`src/rtl/uart_rx_fifo_if.sv`:
```
// Handshake bundle between the UART_N receiver / core logic and the receive FIFO.
interface uart_rx_fifo_if #(
  parameter int word_width = 8,
  parameter int depth_log2 = 4
);
  logic                  R_locked;
  logic [word_width-1:0] R_W;
  logic                  read;
  logic                  clear_ovf;
  logic [word_width-1:0] D_OUT;
  logic                  empty;
  logic                  full;
  logic [depth_log2:0]   count;
  logic                  overflow;

  modport master (
    output R_locked, R_W, read, clear_ovf,
    input  D_OUT, empty, full, count, overflow
  );

  modport slave (
    input  R_locked, R_W, read, clear_ovf,
    output D_OUT, empty, full, count, overflow
  );
endinterface

```
`src/rtl/uart_rx_fifo.sv`:
```
// Receive FIFO behind UART_N: queues each word on the falling edge of R_locked,
// first-word-fall-through read port, sticky overflow when a word is dropped.
module uart_rx_fifo #(
  parameter int word_width = 8,
  parameter int depth_log2 = 4
) (
  input  logic           clk,
  input  logic           reset,
  uart_rx_fifo_if.slave  bus
);
  localparam int DEPTH = 1 << depth_log2;
  localparam logic [depth_log2:0]   CNT_ONE  = (depth_log2+1)'(1);
  localparam logic [depth_log2:0]   CNT_FULL = (depth_log2+1)'(DEPTH);
  localparam logic [depth_log2-1:0] PTR_ONE  = depth_log2'(1);

  logic [word_width-1:0] r_mem [DEPTH];
  logic [depth_log2-1:0] r_wr_ptr, r_rd_ptr;
  logic [depth_log2:0]   r_count;
  logic [word_width-1:0] r_dout;
  logic                  r_ovf, r_prev_locked, r_armed;

  logic                  w_empty, w_full, w_capture, w_pop, w_push;
  logic [depth_log2-1:0] w_rd_next;

  assign w_empty   = (r_count == '0);
  assign w_full    = (r_count == CNT_FULL);
  // r_armed blocks the partial frame that was in flight when reset released
  assign w_capture = r_prev_locked & ~bus.R_locked & r_armed;
  assign w_pop     = bus.read & ~w_empty;
  assign w_push    = w_capture & (~w_full | w_pop);
  assign w_rd_next = r_rd_ptr + PTR_ONE;

  always_ff @(posedge clk) begin
    if (!reset && w_push) r_mem[r_wr_ptr] <= bus.R_W;
  end

  always_ff @(posedge clk) begin
    if (reset) begin
      r_wr_ptr      <= '0;
      r_rd_ptr      <= '0;
      r_count       <= '0;
      r_dout        <= '0;
      r_ovf         <= 1'b0;
      r_prev_locked <= 1'b0;
      r_armed       <= 1'b0;
    end else begin
      r_prev_locked <= bus.R_locked;
      if (!bus.R_locked) r_armed <= 1'b1;
      if (w_push) r_wr_ptr <= r_wr_ptr + PTR_ONE;
      if (w_pop)  r_rd_ptr <= w_rd_next;
      case ({w_push, w_pop})
        2'b10:   r_count <= r_count + CNT_ONE;
        2'b01:   r_count <= r_count - CNT_ONE;
        default: r_count <= r_count;
      endcase
      // Head register: a single remaining word being popped alongside a push
      // hands over straight from R_W, since memory has not been written yet.
      if (w_pop) begin
        if (r_count != CNT_ONE) r_dout <= r_mem[w_rd_next];
        else if (w_push)        r_dout <= bus.R_W;
      end else if (w_push && w_empty) begin
        r_dout <= bus.R_W;
      end
      if (w_capture && !w_push) r_ovf <= 1'b1;
      else if (bus.clear_ovf)   r_ovf <= 1'b0;
    end
  end

  assign bus.D_OUT    = r_dout;
  assign bus.empty    = w_empty;
  assign bus.full     = w_full;
  assign bus.count    = r_count;
  assign bus.overflow = r_ovf;
endmodule

```
`src/flat_wrapper.sv`:
```
// flat-port wrapper written by rule: the top's interface ports become plain ports
module uart_rx_fifo_flat 
#(
  parameter int word_width = 8,
  parameter int depth_log2 = 4
)
  (clk, reset, bus_R_locked, bus_R_W, bus_read, bus_clear_ovf, bus_D_OUT, bus_empty, bus_full, bus_count, bus_overflow);
  uart_rx_fifo_if #(.word_width(word_width), .depth_log2(depth_log2)) bus_i ();
  input  logic clk;
  input  logic reset;
  input wire logic [$bits(bus_i.R_locked)-1:0] bus_R_locked;
  input wire logic [$bits(bus_i.R_W)-1:0] bus_R_W;
  input wire logic [$bits(bus_i.read)-1:0] bus_read;
  input wire logic [$bits(bus_i.clear_ovf)-1:0] bus_clear_ovf;
  output wire logic [$bits(bus_i.D_OUT)-1:0] bus_D_OUT;
  output wire logic [$bits(bus_i.empty)-1:0] bus_empty;
  output wire logic [$bits(bus_i.full)-1:0] bus_full;
  output wire logic [$bits(bus_i.count)-1:0] bus_count;
  output wire logic [$bits(bus_i.overflow)-1:0] bus_overflow;
  assign bus_i.R_locked = bus_R_locked;
  assign bus_i.R_W = bus_R_W;
  assign bus_i.read = bus_read;
  assign bus_i.clear_ovf = bus_clear_ovf;
  assign bus_D_OUT = bus_i.D_OUT;
  assign bus_empty = bus_i.empty;
  assign bus_full = bus_i.full;
  assign bus_count = bus_i.count;
  assign bus_overflow = bus_i.overflow;
  uart_rx_fifo #(.word_width(word_width), .depth_log2(depth_log2)) u_core (.clk(clk), .reset(reset), .bus(bus_i));
endmodule
```
`config.mk`:
```
export PLATFORM = sky130hd
export DESIGN_NAME = uart_rx_fifo_flat
export DESIGN_NICKNAME = d
export VERILOG_FILES = /design/src/rtl/uart_rx_fifo_if.sv /design/src/rtl/uart_rx_fifo.sv /design/src/flat_wrapper.sv
export SDC_FILE = /design/constraint.sdc
export NUM_CORES = 1
export LEC_CHECK = 0
export ABC_CLOCK_PERIOD_IN_PS = 3100
export CAP_MARGIN = 20
export CORE_MARGIN = 2
export CORE_UTILIZATION = 50
export CTS_BUF_LIST = sky130_fd_sc_hd__clkbuf_8
export CTS_CLUSTER_DIAMETER = 40
export DETAILED_ROUTE_END_ITERATION = 7
export GPL_ROUTABILITY_DRIVEN = 0
export PLACE_DENSITY = 0.69
export SETUP_SLACK_MARGIN = 0.5
export SYNTH_ARGS = -nofsm -noshare
export SYNTH_HDL_FRONTEND = slang
export SYNTH_SLANG_ARGS = --single-unit
```
`constraint.sdc`:
```
create_clock -name clk -period 3.1 [get_ports clk]
set_input_delay 0.93 -clock clk [delete_from_list [all_inputs] [get_ports clk]]
set_output_delay 0.93 -clock clk [all_outputs]
set_load 0.01 [all_outputs]
```
==> flow_summary.toml, run 1 <==
[clock_tree]
hold_buffers = 0
cts_tree = "yes"
clk_pin_slew_worst_paths_ps = 70
clock-sinks = 152
cts_root_buf = "clkbuf_8"
htree_levels = 4
numCtsBuffers = 17
clk_latency_ps = 440
cts_buffer_depth = 2

[routing]
wl_met1_mm = 6.34
dr.pass1.iters = 4
wl_met2_mm = 6.46
dr_wl_met3_microns = 626
first_iter_violations = 377
num_vias = 3618
wl_per_cell_microns = 21.9
ant_nets = 0
drc = 0
wirelength_mm = 13.7
via_per_inst = 5.79
highest_layer = "met4"

[worst_hold_path]
worstHoldStart = "u_core.r_armed"
worstHoldPathCells = 2
whs_endpoint = "u_core.r_armed"
hp-class = "register to register"

[power_and_ir_drop]
p_per_area_nw_per_um2 = 770
pwr-share-seq = 0.420
p_sw_frac = 0.287
p_leak_nw = 2.49
vdd_ir_drop_max_mv = 0.356
clockPowerShare = 0.277
combPwrFrac = 0.303
p_int_mw = 4.09
p_switching_mw = 1.64

[setup_path]
r2r_end = "u_core.bus.D_OUT[7]"
reg2reg_depth = 5
rrSetupSlack_ps = 710
critPathMaxFanout = 4
crit_path_start_kind = "register"
end_kind = "output port"
path_class = "register to output port"
critPathRequiredTime_ps = 2170
cp.arrival_ps = 1630
timing.rr.start = "u_core.r_rd_ptr[1]"

[synth]
synth-xor-area-share = 0.0111
ys_async_sr_fraction = 0
yosys_warnings = 0
yosys.area_share.simple = 0.0727
synthMuxAreaShare = 0.128
synthAdderAreaFrac = 0.0179
synth_compound_area_frac = 0.0588
netlist.area_leader.share = 0.611
synth_edf_count = 128
synth_top_family_by_area = "multiplexers"
synth-seq-cells = 152
ys_seq_area_frac = 0.687
syn_area_sq_um = 6290
synth.distinct_cells = 50
yosysTopAreaCell = "edfxtp_1"
yosys-top-cells-area = "edfxtp_1 (61%), mux4_2 (11%), dfxtp_1 (7.6%), ha_1 (1.8%), nor2_1 (1.8%)"
synth_fp_nets = 396
synthFlopType = "edfxtp_1"
synth_cells = 374
avgSynthCellArea_sq_um = 16.8

[timing]
slew_viol_final = 0
worst_pin_slew_ps = 733
relSlewSlack = 0.508
setup-tns-final_ps = 0
rsz0062_at_grt = "yes"
fin_worst_skew_ps = 12.7
hold_viol = 0
min_period_ps = 2560
fmax_ghz = 0.391
min_period_over_period = 0.825
setup_viol = 0
layout_setup_ws_ps = 542

[place]
dp_slack_ps = 258
dp.final_hpwl_mm = 9.40
io_buffers = 28

[floorplanning]
start_util = 0.518
io_pins = 29
fp.dieW_microns = 116
dieHeight_microns = 116
die_area_sq_um = 13500
core-area_sq_um = 12200
rows = 40

[global_routing]
grt_pass1_wl_mm = 21.0
grt_max_degree = 30
antenna_found_initial = 0
first_global_vias = 3578
grt_usage = 0.222
grt.overflow.total = 0

[cells_and_area]
fin_util = 0.613
syn_to_final_growth_pct = 18.4
diodes = 0
layout-drive-gt1-share = 0.258
final_nets = 466

[run_status]
outcome = "completed"

[run]
cap_violations = 0
-- cells in the mapped netlist, drive strengths merged, types with 4 or more instances --
master / count
a2111oi: 6
a211oi: 8
a21oi: 6
buf: 14
clkbuf: 4
dfxtp: 24
edfxtp: 128
ha: 9
inv: 11
mux2: 4
mux2i: 4
mux4: 32
nand2: 8
nand3: 6
nor2: 30
nor2b: 9
nor3: 9
nor4: 8
o211a: 6
o21ai: 12
xnor2: 5
-- cell usage in the layout (no fill, tap or decap), types with 4 or more instances in the layout --
cell type	synthesis	final
xnor2_1	5	5
o21ai_0	9	9
nor2_1	30	30
nand3_1	6	6
o211a_1	6	6
inv_1	10	13
ha_1	9	7
nor3_1	9	9
edfxtp_1	128	128
dfxtp_1	24	22
a211oi_1	8	8
nor2b_1	9	9
a21oi_1	4	4
a2111oi_0	6	6
bufinv_16	0	4
clkbuf_8	0	19
clkdlybuf4s50_1	0	26
nand2_1	8	8
buf_4	2	41
mux4_2	32	32
nor4_1	8	8
mux2i_1	4	4
-- worst max-delay path, cell delays in order (launching register included) --
cell,delay [ps]
dfxtp_4,360
inv_4,60
ha_4,130
or4b_4,480
clkinv_4,70
buf_6,90
-- through the flow --
stage	hold slack (ps)	std cells	power [mW]	area, sq um
6_report	493	625	5.74	7450
5_1_grt	519	625	5.98	7450
4_1_cts	492	625	5.76	7450
3_5_place_dp	480	588	4.06	6950
3_3_place_gp	460	588	4.04	6950
2_1_floorplan	442	374	3.55	6290
-- area by class of cell --
class,instances,area (sq um)
multi-input cells,193,1850
flip-flops and latches,152,4330
fillers,893,4710
inverters,11,51.3
repair buffers,69,588
clock buffers,19,262
well taps,168,210
clock inverters,13,165
-- logic make-up (layout without fill, tap and decap cells) --
kind of cell | after synthesis | count (layout)
adders and majority gates | 9 | 9
buffers and inverters | 29 | 112
muxes | 40 | 40
and+or+nand+nor | 86 | 86
xor gates and xnor gates | 8 | 8
AOI/OAI and AO/OA | 50 | 50
DFF | 152 | 152
-- power by group through the flow --
stage               Sequential [mW]  Combinational (mW)  Clock (mW)
global route                   2.42                1.87        1.69
CTS                            2.40                1.73        1.62
floorplan                      2.47                1.08           0
finish                         2.41                1.74        1.59
detailed placement             2.45                1.62           0
global placement               2.44                1.60           0
-- sequential cells by signal (all words and copies together), names as in the netlist --
signal / flops
u_core.bus.D_OUT: 8
u_core.bus.overflow: 1
u_core.bus.count: 5
u_core.r_mem: 128
u_core.r_rd_ptr: 4
u_core.r_prev_locked: 1
u_core.r_wr_ptr: 4
u_core.r_armed: 1
-- worst max-delay path by stage --
stage | startpoint | to | slack (ps) | cells past startpoint
2_1_floorplan | bus_read | u_core.r_mem[0][0] | 540 | 5
3_3_place_gp | bus_R_locked | u_core.r_mem[7][2] | 280 | 5
3_5_place_dp | bus_R_locked | u_core.r_mem[15][6] | 260 | 5
4_1_cts | u_core.bus.count[1] | bus_empty | 500 | 5
5_1_grt | u_core.bus.count[1] | bus_empty | 470 | 5
6_report | u_core.bus.count[1] | bus_empty | 540 | 5
-- per-layer routing --
metal,global-route usage,vias to the layer above
met1,0.315,1843
met3,0.0493,20
met4,0.0810,0
met5,0,-
li1,-,1632
met2,0.344,123
-- what timing repair did --
action	in CTS	in global routing
gates cloned	0	0
endpoints found under the setup margin	2	7
buffers inserted	5	0
resized for setup	19	2
pin swaps	1	0
Note: power is estimated with default switching activity, not from simulation.
==> inputs of run 2 (changes only) <==
--- a/config.mk
+++ b/config.mk
@@ -5,7 +5,7 @@
 export SDC_FILE = /design/constraint.sdc
 export NUM_CORES = 1
 export LEC_CHECK = 0
-export ABC_CLOCK_PERIOD_IN_PS = 3100
+export ABC_CLOCK_PERIOD_IN_PS = 2200
 export CAP_MARGIN = 20
 export CORE_MARGIN = 2
 export CORE_UTILIZATION = 50
@@ -13,7 +13,7 @@
 export CTS_CLUSTER_DIAMETER = 40
 export DETAILED_ROUTE_END_ITERATION = 7
 export GPL_ROUTABILITY_DRIVEN = 0
-export PLACE_DENSITY = 0.69
+export PLACE_DENSITY = 0.72
 export SETUP_SLACK_MARGIN = 0.5
 export SYNTH_ARGS = -nofsm -noshare
 export SYNTH_HDL_FRONTEND = slang
==> constraint.sdc (replaced) <==
create_clock -name clk -period 2.2 [get_ports clk]
set_input_delay 0.66 -clock clk [delete_from_list [all_inputs] [get_ports clk]]
set_output_delay 0.66 -clock clk [all_outputs]
set_load 0.01 [all_outputs]
==> run 2 against run 1 <==
  * The run now ends with setup timing left
  * Clock power increased by 26%
  * Highest routed layer unchanged
  * Combinational power increased by 130%
  * Final area increased by 13%
==> flow_summary.toml, run 2 (same netlist as run 1, synthesis figures left out) <==
[setup_path]
timing.rr.start = "u_core.bus.count[1]"
crit_path_start_kind = "register"
cp.arrival_ps = 1650
end_kind = "output port"
critPathMaxFanout = 2
path_class = "register to output port"
crit_top_cell = "inv_4"
reg2reg_depth = 9
rrSetupSlack_ps = -90
critPathRequiredTime_ps = 1540
crit_slowest_cell = "or4b_4"
worstPathCellList = "inv_4 -> ha_4 -> or4b_4 -> inv_4 -> buf_6"
r2r_end = "u_core.bus.count[2]"
max_stage_delay_ps = 490

[worst_hold_path]
hp-class = "register to register"
worstHoldStart = "u_core.r_armed"
whs_endpoint = "u_core.r_armed"
worstHoldPathCells = 2

[clock_tree]
clock-sinks = 152
clk_pin_slew_worst_paths_ps = 90
clk_latency_ps = 460
cts_buffer_depth = 2
cts_root_buf = "clkbuf_8"
hold_buffers = 0
numCtsBuffers = 17
cts_tree = "yes"
htree_levels = 4

[floorplanning]
core-area_sq_um = 12200
start_util = 0.518
rows = 40
fp.dieW_microns = 116
die_area_sq_um = 13500
io_pins = 29
dieHeight_microns = 116

[power_and_ir_drop]
p_int_mw = 6.43
p_leak_nw = 2.87
combPwrFrac = 0.428
clockPowerShare = 0.212
p_switching_mw = 3.04
pwr-share-seq = 0.359
vdd_ir_drop_max_mv = 0.557
p_sw_frac = 0.321
p_per_area_nw_per_um2 = 1120

[timing]
fin_worst_skew_ps = 9.13
setup-tns-final_ps = -1080
relSlewSlack = 0.546
hold_viol = 0
layout_setup_ws_ps = -115
fmax_ghz = 0.432
worst_pin_slew_ps = 676
slew_viol_final = 0
rsz0062_at_grt = "yes"
min_period_over_period = 1.05
min_period_ps = 2310
setup_viol = 66

[global_routing]
antenna_found_initial = 0
grt_usage = 0.240
grt_pass1_wl_mm = 22.9
grt_max_degree = 30
first_global_vias = 3876
grt.overflow.total = 0

[routing]
dr_wl_met3_microns = 820
wirelength_mm = 15.2
num_vias = 3885
drc = 0
ant_nets = 0
wl_met2_mm = 7.66
wl_per_cell_microns = 22.5
first_iter_violations = 407
via_per_inst = 5.77
wl_met1_mm = 6.44
highest_layer = "met4"
dr.pass1.iters = 5

[cells_and_area]
syn_to_final_growth_pct = 34.2
stdcell_count = 673
mostFrequentLayoutCells = "edfxtp_1 (128), buf_4 (60), mux4_2 (32), buf_6 (30)"
fin_util = 0.695
design_area_sq_um = 8450
diodes = 0
regMostFlops = "u_core.r_mem"
largest_reg_flops = 128
final_nets = 514
nFillCells = 749
final_common_cell = "edfxtp_1"
layout-drive-gt1-share = 0.513

[place]
io_buffers = 28
placed_area_sq_um = 7380
dp.cells = 606
dp.final_hpwl_mm = 10.1

[run]
cap_violations = 0

[run_status]
violations = "setup timing"
outcome = "finished with violations"
-- run 2: cell types whose count changed in the layout (fill, tap and decap cells not counted), sizes merged, moves of 2 or more --
| cell | previous run | this run |
|---|---|---|
| bufinv | 4 | 1 |
| clkbuf | 19 | 17 |
| clkinv | 4 | 6 |
| buf | 42 | 104 |
| clkdlybuf4s50 | 26 | 12 |
| clkinvlp | 1 | 3 |
-- run 2: layout make-up --
type	count	area, sq um	area share
Clock buffer	17	234	0.0277
Clock inverter	15	144	0.0170
Inverter	11	48.8	0.00578
Multi-Input combinational cell	193	2380	0.282
Sequential cell	152	4350	0.515
Tap cell	168	210	0.0249
Timing Repair Buffer	117	1080	0.127
-- run 2: how the worst max path moves through the flow --
stage / slack [ps] / to / from
global placement: -200 / u_core.r_mem[4][2] / bus_R_locked
floorplan: 240 / bus_empty / u_core.bus.count[0]
detailed placement: -230 / u_core.r_mem[10][4] / bus_R_locked
CTS: -140 / bus_empty / u_core.bus.count[1]
finish: -110 / bus_empty / u_core.bus.count[1]
global route: -160 / bus_empty / u_core.bus.count[1]
-- run 2: per-stage QoR --
stage,setup WS (ps),hold slack (ps),power (mW)
finish,-115,536,9.48
global route,-164,576,9.87
CTS,-138,480,9.06
detailed placement,-234,464,6.20
global placement,-203,454,6.16
floorplan,236,443,5.23
-- run 2: layer usage --
metal	vias to the layer above	global-route usage
met2	148	0.385
met3	19	0.0571
met4	0	0.0690
met5	-	0
li1	1734	-
met1	1984	0.333
-- run 2: what timing repair did --
action	CTS	global route
cloned	1	0
setup buffers	17	17
pin swaps	13	22
resized for setup	136	32
setup endpoints to repair	163	160
-- run 2: power groups by stage --
stage | logic (mW) | clock network, mW | registers [mW]
5_1_grt | 4.30 | 2.16 | 3.42
2_1_floorplan | 1.73 | 0 | 3.50
6_report | 4.06 | 2.01 | 3.41
3_3_place_gp | 2.74 | 0 | 3.42
3_5_place_dp | 2.78 | 0 | 3.43
4_1_cts | 3.63 | 2.03 | 3.40
-- run 2: worst max-delay path, delay by kind of cell (launching register included) --
| family | cells | cell delay [ps] |
|---|---|---|
| simple gates | 1 | 490 |
| flops | 1 | 360 |
| buf+inv | 3 | 230 |
| fa+ha+maj | 1 | 120 |
==> inputs of run 3 (changes only) <==
--- a/config.mk
+++ b/config.mk
@@ -6,7 +6,7 @@
 export NUM_CORES = 1
 export LEC_CHECK = 0
 export ABC_CLOCK_PERIOD_IN_PS = 2200
-export CAP_MARGIN = 20
+export CAP_MARGIN = 30
 export CORE_MARGIN = 2
 export CORE_UTILIZATION = 50
 export CTS_BUF_LIST = sky130_fd_sc_hd__clkbuf_8
==> results of run 3 <==
No change in the layout: final DEF, timing and power equal those of run 2.
